[src/rtl/registro_tabuleiro.sv]
// Tic-tac-toe board register: decodes a binary move, validates it,
// stores it per player, flags win/draw and blinks the last move.
module registro_tabuleiro #(
   parameter int PISCA_CICLOS = 25000000
) (
   input  logic       clock,
   input  logic       reset,
   input  logic       limpa,
   input  logic       jogada_valida,
   input  logic [3:0] posicao,
   input  logic       jogador,
   output logic [8:0] tab_x,
   output logic [8:0] tab_o,
   output logic       aceita,
   output logic       erro,
   output logic [1:0] codigo_erro,
   output logic [1:0] vencedor,
   output logic       empate,
   output logic [8:0] led_ultima
);

   localparam int CW = $clog2(PISCA_CICLOS + 1);
   localparam logic [CW-1:0] CMAX = CW'(PISCA_CICLOS - 1);

   logic [8:0]    onehot;
   logic          cod_ok;
   logic          ganha_x;
   logic          ganha_o;
   logic          cheio;
   logic          fim;
   logic          ocupado;
   logic          aceitar;
   logic [8:0]    ultima;
   logic [CW-1:0] cnt;
   logic          fase;

   function automatic logic linha(input logic [8:0] t);
      return (t[0] & t[1] & t[2]) | (t[3] & t[4] & t[5]) |
             (t[6] & t[7] & t[8]) | (t[0] & t[3] & t[6]) |
             (t[1] & t[4] & t[7]) | (t[2] & t[5] & t[8]) |
             (t[0] & t[4] & t[8]) | (t[2] & t[4] & t[6]);
   endfunction

   always_comb begin
      onehot = '0;
      cod_ok = 1'b0;
      if (posicao >= 4'd1 && posicao <= 4'd9) begin
         cod_ok = 1'b1;
         onehot = 9'd1 << (posicao - 4'd1);
      end
   end

   assign ganha_x = linha(tab_x);
   assign ganha_o = linha(tab_o);
   assign cheio   = (tab_x | tab_o) == 9'h1FF;
   assign fim     = ganha_x | ganha_o | cheio;
   assign ocupado = |(onehot & (tab_x | tab_o));
   assign aceitar = ~limpa & jogada_valida & cod_ok & ~fim & ~ocupado;

   always_ff @(posedge clock or negedge reset) begin
      if (!reset) begin
         tab_x       <= '0;
         tab_o       <= '0;
         aceita      <= 1'b0;
         erro        <= 1'b0;
         codigo_erro <= 2'b00;
         vencedor    <= 2'b00;
         empate      <= 1'b0;
         ultima      <= '0;
      end else if (limpa) begin
         tab_x       <= '0;
         tab_o       <= '0;
         aceita      <= 1'b0;
         erro        <= 1'b0;
         codigo_erro <= 2'b00;
         vencedor    <= 2'b00;
         empate      <= 1'b0;
         ultima      <= '0;
      end else begin
         aceita <= 1'b0;
         erro   <= 1'b0;
         if (jogada_valida) begin
            if (!cod_ok) begin
               erro        <= 1'b1;
               codigo_erro <= 2'b01;
            end else if (fim) begin
               erro        <= 1'b1;
               codigo_erro <= 2'b11;
            end else if (ocupado) begin
               erro        <= 1'b1;
               codigo_erro <= 2'b10;
            end else begin
               aceita      <= 1'b1;
               codigo_erro <= 2'b00;
               ultima      <= onehot;
               if (jogador) tab_x <= tab_x | onehot;
               else         tab_o <= tab_o | onehot;
            end
         end
         // X wins ties on the unreachable double-win board
         if (ganha_x)      vencedor <= 2'b01;
         else if (ganha_o) vencedor <= 2'b10;
         else              vencedor <= 2'b00;
         empate <= cheio & ~ganha_x & ~ganha_o;
      end
   end

   always_ff @(posedge clock or negedge reset) begin
      if (!reset) begin
         cnt  <= '0;
         fase <= 1'b1;
      end else if (limpa || aceitar) begin
         cnt  <= '0;
         fase <= 1'b1;
      end else if (ultima == '0) begin
         cnt <= '0;
      end else if (cnt == CMAX) begin
         cnt  <= '0;
         fase <= ~fase;
      end else begin
         cnt <= cnt + 1'b1;
      end
   end

   assign led_ultima = fase ? ultima : '0;

endmodule
[config.mk]
export PLATFORM = sky130hd
export DESIGN_NAME = registro_tabuleiro
export DESIGN_NICKNAME = d
export VERILOG_FILES = /design/src/rtl/registro_tabuleiro.sv
export SDC_FILE = /design/constraint.sdc
export NUM_CORES = 1
export LEC_CHECK = 0
export ABC_AREA = 1
export CORE_MARGIN = 5
export CORE_UTILIZATION = 55
export CTS_CLUSTER_DIAMETER = 30
export DETAILED_ROUTE_END_ITERATION = 7
export PLACE_DENSITY = 0.75
export SETUP_SLACK_MARGIN = 0.4
export SYNTH_ARGS = -nofsm -noshare
export SYNTH_HDL_FRONTEND = slang
export SYNTH_SLANG_ARGS = --single-unit
[constraint.sdc]
create_clock -name clock -period 3.6 [get_ports clock]
set_input_delay 0.36 -clock clock [delete_from_list [all_inputs] [get_ports clock]]
set_output_delay 0.36 -clock clock [all_outputs]
set_load 0.005 [all_outputs]
==> impl_metrics.json <==
{
  "die_height_um": 94.4,
  "synthMostInstantiatedCell": "nand2_1",
  "wl_met2_um": 4860,
  "grt_pass1_wl_um": 17500,
  "layout-drive-gt1-share_pct": 5.77,
  "skew_ns": 0.0109,
  "min_period_ns": 2.44,
  "fin_crit_sh_pct": 67.9,
  "wl_met3_um": 558,
  "drc": 0,
  "holdWs_ns": 0.174,
  "fin_cells": 755,
  "yosys_most_used_dff": "dfrtp_1",
  "grt_pass1_vias": 3661,
  "clockBufferDepth": 2,
  "crit_start": "tab_o[3]$_DFFE_PN0P_",
  "yosysTopAreaCell": "dfrtp_1",
  "startpoint_type": "flip-flop",
  "wirelength_um": 10400,
  "synth_area_um2": 3920,
  "cap_violations": 0,
  "design_area_um2": 4580,
  "p_per_area_nw_per_um2": 332,
  "firstDrtPassIters": 5,
  "hold_class": "input pin to async pin",
  "peakVddDrop_mv": 0.212,
  "cts_buffers": 9,
  "crit_required_ns": 3.83,
  "ys_seq_area_share_pct": 38.3,
  "synthCells": 612,
  "synth_common_cells": "nand2_1 (221), inv_1 (95), nor2_1 (88)",
  "placed_cells": 739,
  "track_usage_pct": 25.0,
  "syn-num-nets": 622,
  "hold_viol": 0,
  "h-tree-depth": 3,
  "gr-total-overflow": 0,
  "ctsResizeCount": 0,
  "synth_top_area_share_pct": 37.7,
  "drt_first_iter_violations": 226,
  "routed.top_layer": "met4",
  "gp_congestion": 0.938,
  "insertion_delay_ns": 0.35,
  "avgViaCountPerCell": 5.21,
  "port-buffer-count": 42,
  "post_cts_buffers": 0,
  "fin_tns_setup_ns": 0,
  "rsz0062_at_grt": "no",
  "drv_slew": 0,
  "start_util_pct": 57.0,
  "synthArstFlopShare_pct": 100,
  "io_pins": 43,
  "hold_buffers": 0,
  "cts_sinks": 60,
  "crit_path_max_fanout": 35,
  "ys_ff_latch": 60,
  "cts_root_buffer": "clkbuf_8",
  "met1_length_um": 4670,
  "p_leak_nw": 2.39,
  "endpoint_kind": "flip-flop",
  "yosysWarnings": 0,
  "core_area_um2": 6870,
  "fmax_mhz": 409,
  "die_w_um": 94.4,
  "clk_pin_slew_ns": 0.07,
  "synth_edf_count": 0,
  "slew_headroom_pct": 34.0,
  "setup-violations-final": 0,
  "ys_types": 32,
  "worst-slew-pin-transition_ns": 0.991,
  "wl_per_cell_um": 13.8,
  "num_antenna_cells": 0,
  "vias": 3937,
  "reg2reg_from": "tab_o[3]$_DFFE_PN0P_",
  "ant_nets": 0,
  "dieArea_um2": 8910,
  "cts_tree": "done",
  "area_growth_pct": 17.0,
  "synth_area_leaders": "dfrtp_1 (38%), nand2_1 (21%), inv_1 (9.1%), nor2_1 (8.4%), nand4_1 (4.9%)",
  "status": "finished clean",
  "post-route-util_pct": 66.7,
  "antenna_found_initial": 0,
  "nets": 664,
  "arrival_ns": 2.68,
  "grt_max_degree": 45,
  "crit_type": "flip-flop to flip-flop",
  "hpwl_um": 7690,
  "place_area_um2": 4390,
  "avgSynthCellArea_um2": 6.40,
  "rows": 30
}
[cells in the final DEF (no fill, tap or decap), drive strengths merged, types with 4 or more instances in the layout]
cell / Yosys / layout
dfrtp: 59 / 59
xnor2: 4 / 4
nand3: 41 / 41
buf: 9 / 4
clkdlybuf4s50: 0 / 41
o21ai: 6 / 6
a21oi: 20 / 20
nand4: 31 / 31
nand2: 225 / 225
nor3: 10 / 10
inv: 96 / 96
clkbuf: 5 / 9
nor2: 91 / 91
clkinv: 1 / 4
[layout make-up]
cell class,count,area (um2)
sequential,60,1500
clock buffer,9,124
inverter,97,364
tap,96,120
timing repair buffer,45,438
clock inverter,7,67.6
multi-input combinational,441,1970
fill,669,2280
[report_power, final]
| part | switching (mW) | total, mW | internal [mW] |
|---|---|---|---|
| Clock | 0.288 | 0.604 | 0.315 |
| Sequential | 0.0249 | 0.717 | 0.692 |
| Combinational | 0.129 | 0.201 | 0.0717 |
| Total | 0.443 | 1.52 | 1.08 |
[stage by stage]
stage	power [mW]	setup WS [ns]
after floorplan	0.834	1.90
after global placement	0.927	1.08
after detailed placement	0.930	1.02
after CTS	1.53	1.20
after global routing	1.59	0.975
final	1.52	1.16
[metal layers]
metal,vias up,track usage (%)
li1,1981,-
met1,1790,33.5
met2,136,39.5
met3,30,3.90
met4,0,12.3
met5,-,0
[flip-flops by register name (all words and copies together), names as in the netlist]
name and count:
cnt 25, tab_o 9, tab_x 9, ultima 9
codigo_erro 2, vencedor 2, aceita 1, empate 1
erro 1, fase 1
[critical path, stage by stage (launching register included)]
cell and delay (ns):
dfrtp_1 0.45, nand2_1 0.11, nand2_1 0.06, nand2_1 0.06, nand2_1 0.07, nor2_1 0.21, nand3_1 0.25, nand2_2 0.42
nand3_4 0.43, nand2_1 0.18, nand2_1 0.07
[worst paths after layout]
kind / endpoint / slack, ns / cells after the start
worst max register to register: ultima[4]$_DFFE_PN0P_ / 1.16 / 10
max in group asynchronous: tab_o[4]$_DFFE_PN0P_ / 2.61 / 2
worst min-delay path: cnt[24]$_DFF_PN0_ / 0.17 / 1
worst max-delay path: ultima[4]$_DFFE_PN0P_ / 1.16 / 10
min in group clock: ultima[8]$_DFFE_PN0P_ / 0.51 / 2
worst min register to register: ultima[8]$_DFFE_PN0P_ / 0.51 / 2
[logic make-up (layout without fill, tap and decap cells)]
| logic type | count (synthesis) | after routing | share of synthesized area (%) |
|---|---|---|---|
| buffers and inverters | 111 | 158 | 11.4 |
| XOR/XNOR | 6 | 6 | 1.34 |
| AO/OA/AOI/OAI | 28 | 28 | 4.15 |
| flip-flops | 60 | 60 | 38.3 |
| adder cells (fa/ha/maj) | 1 | 1 | 0.319 |
| AND/OR/NAND/NOR | 406 | 406 | 44.4 |
Note: power is estimated with default switching activity, not from simulation.
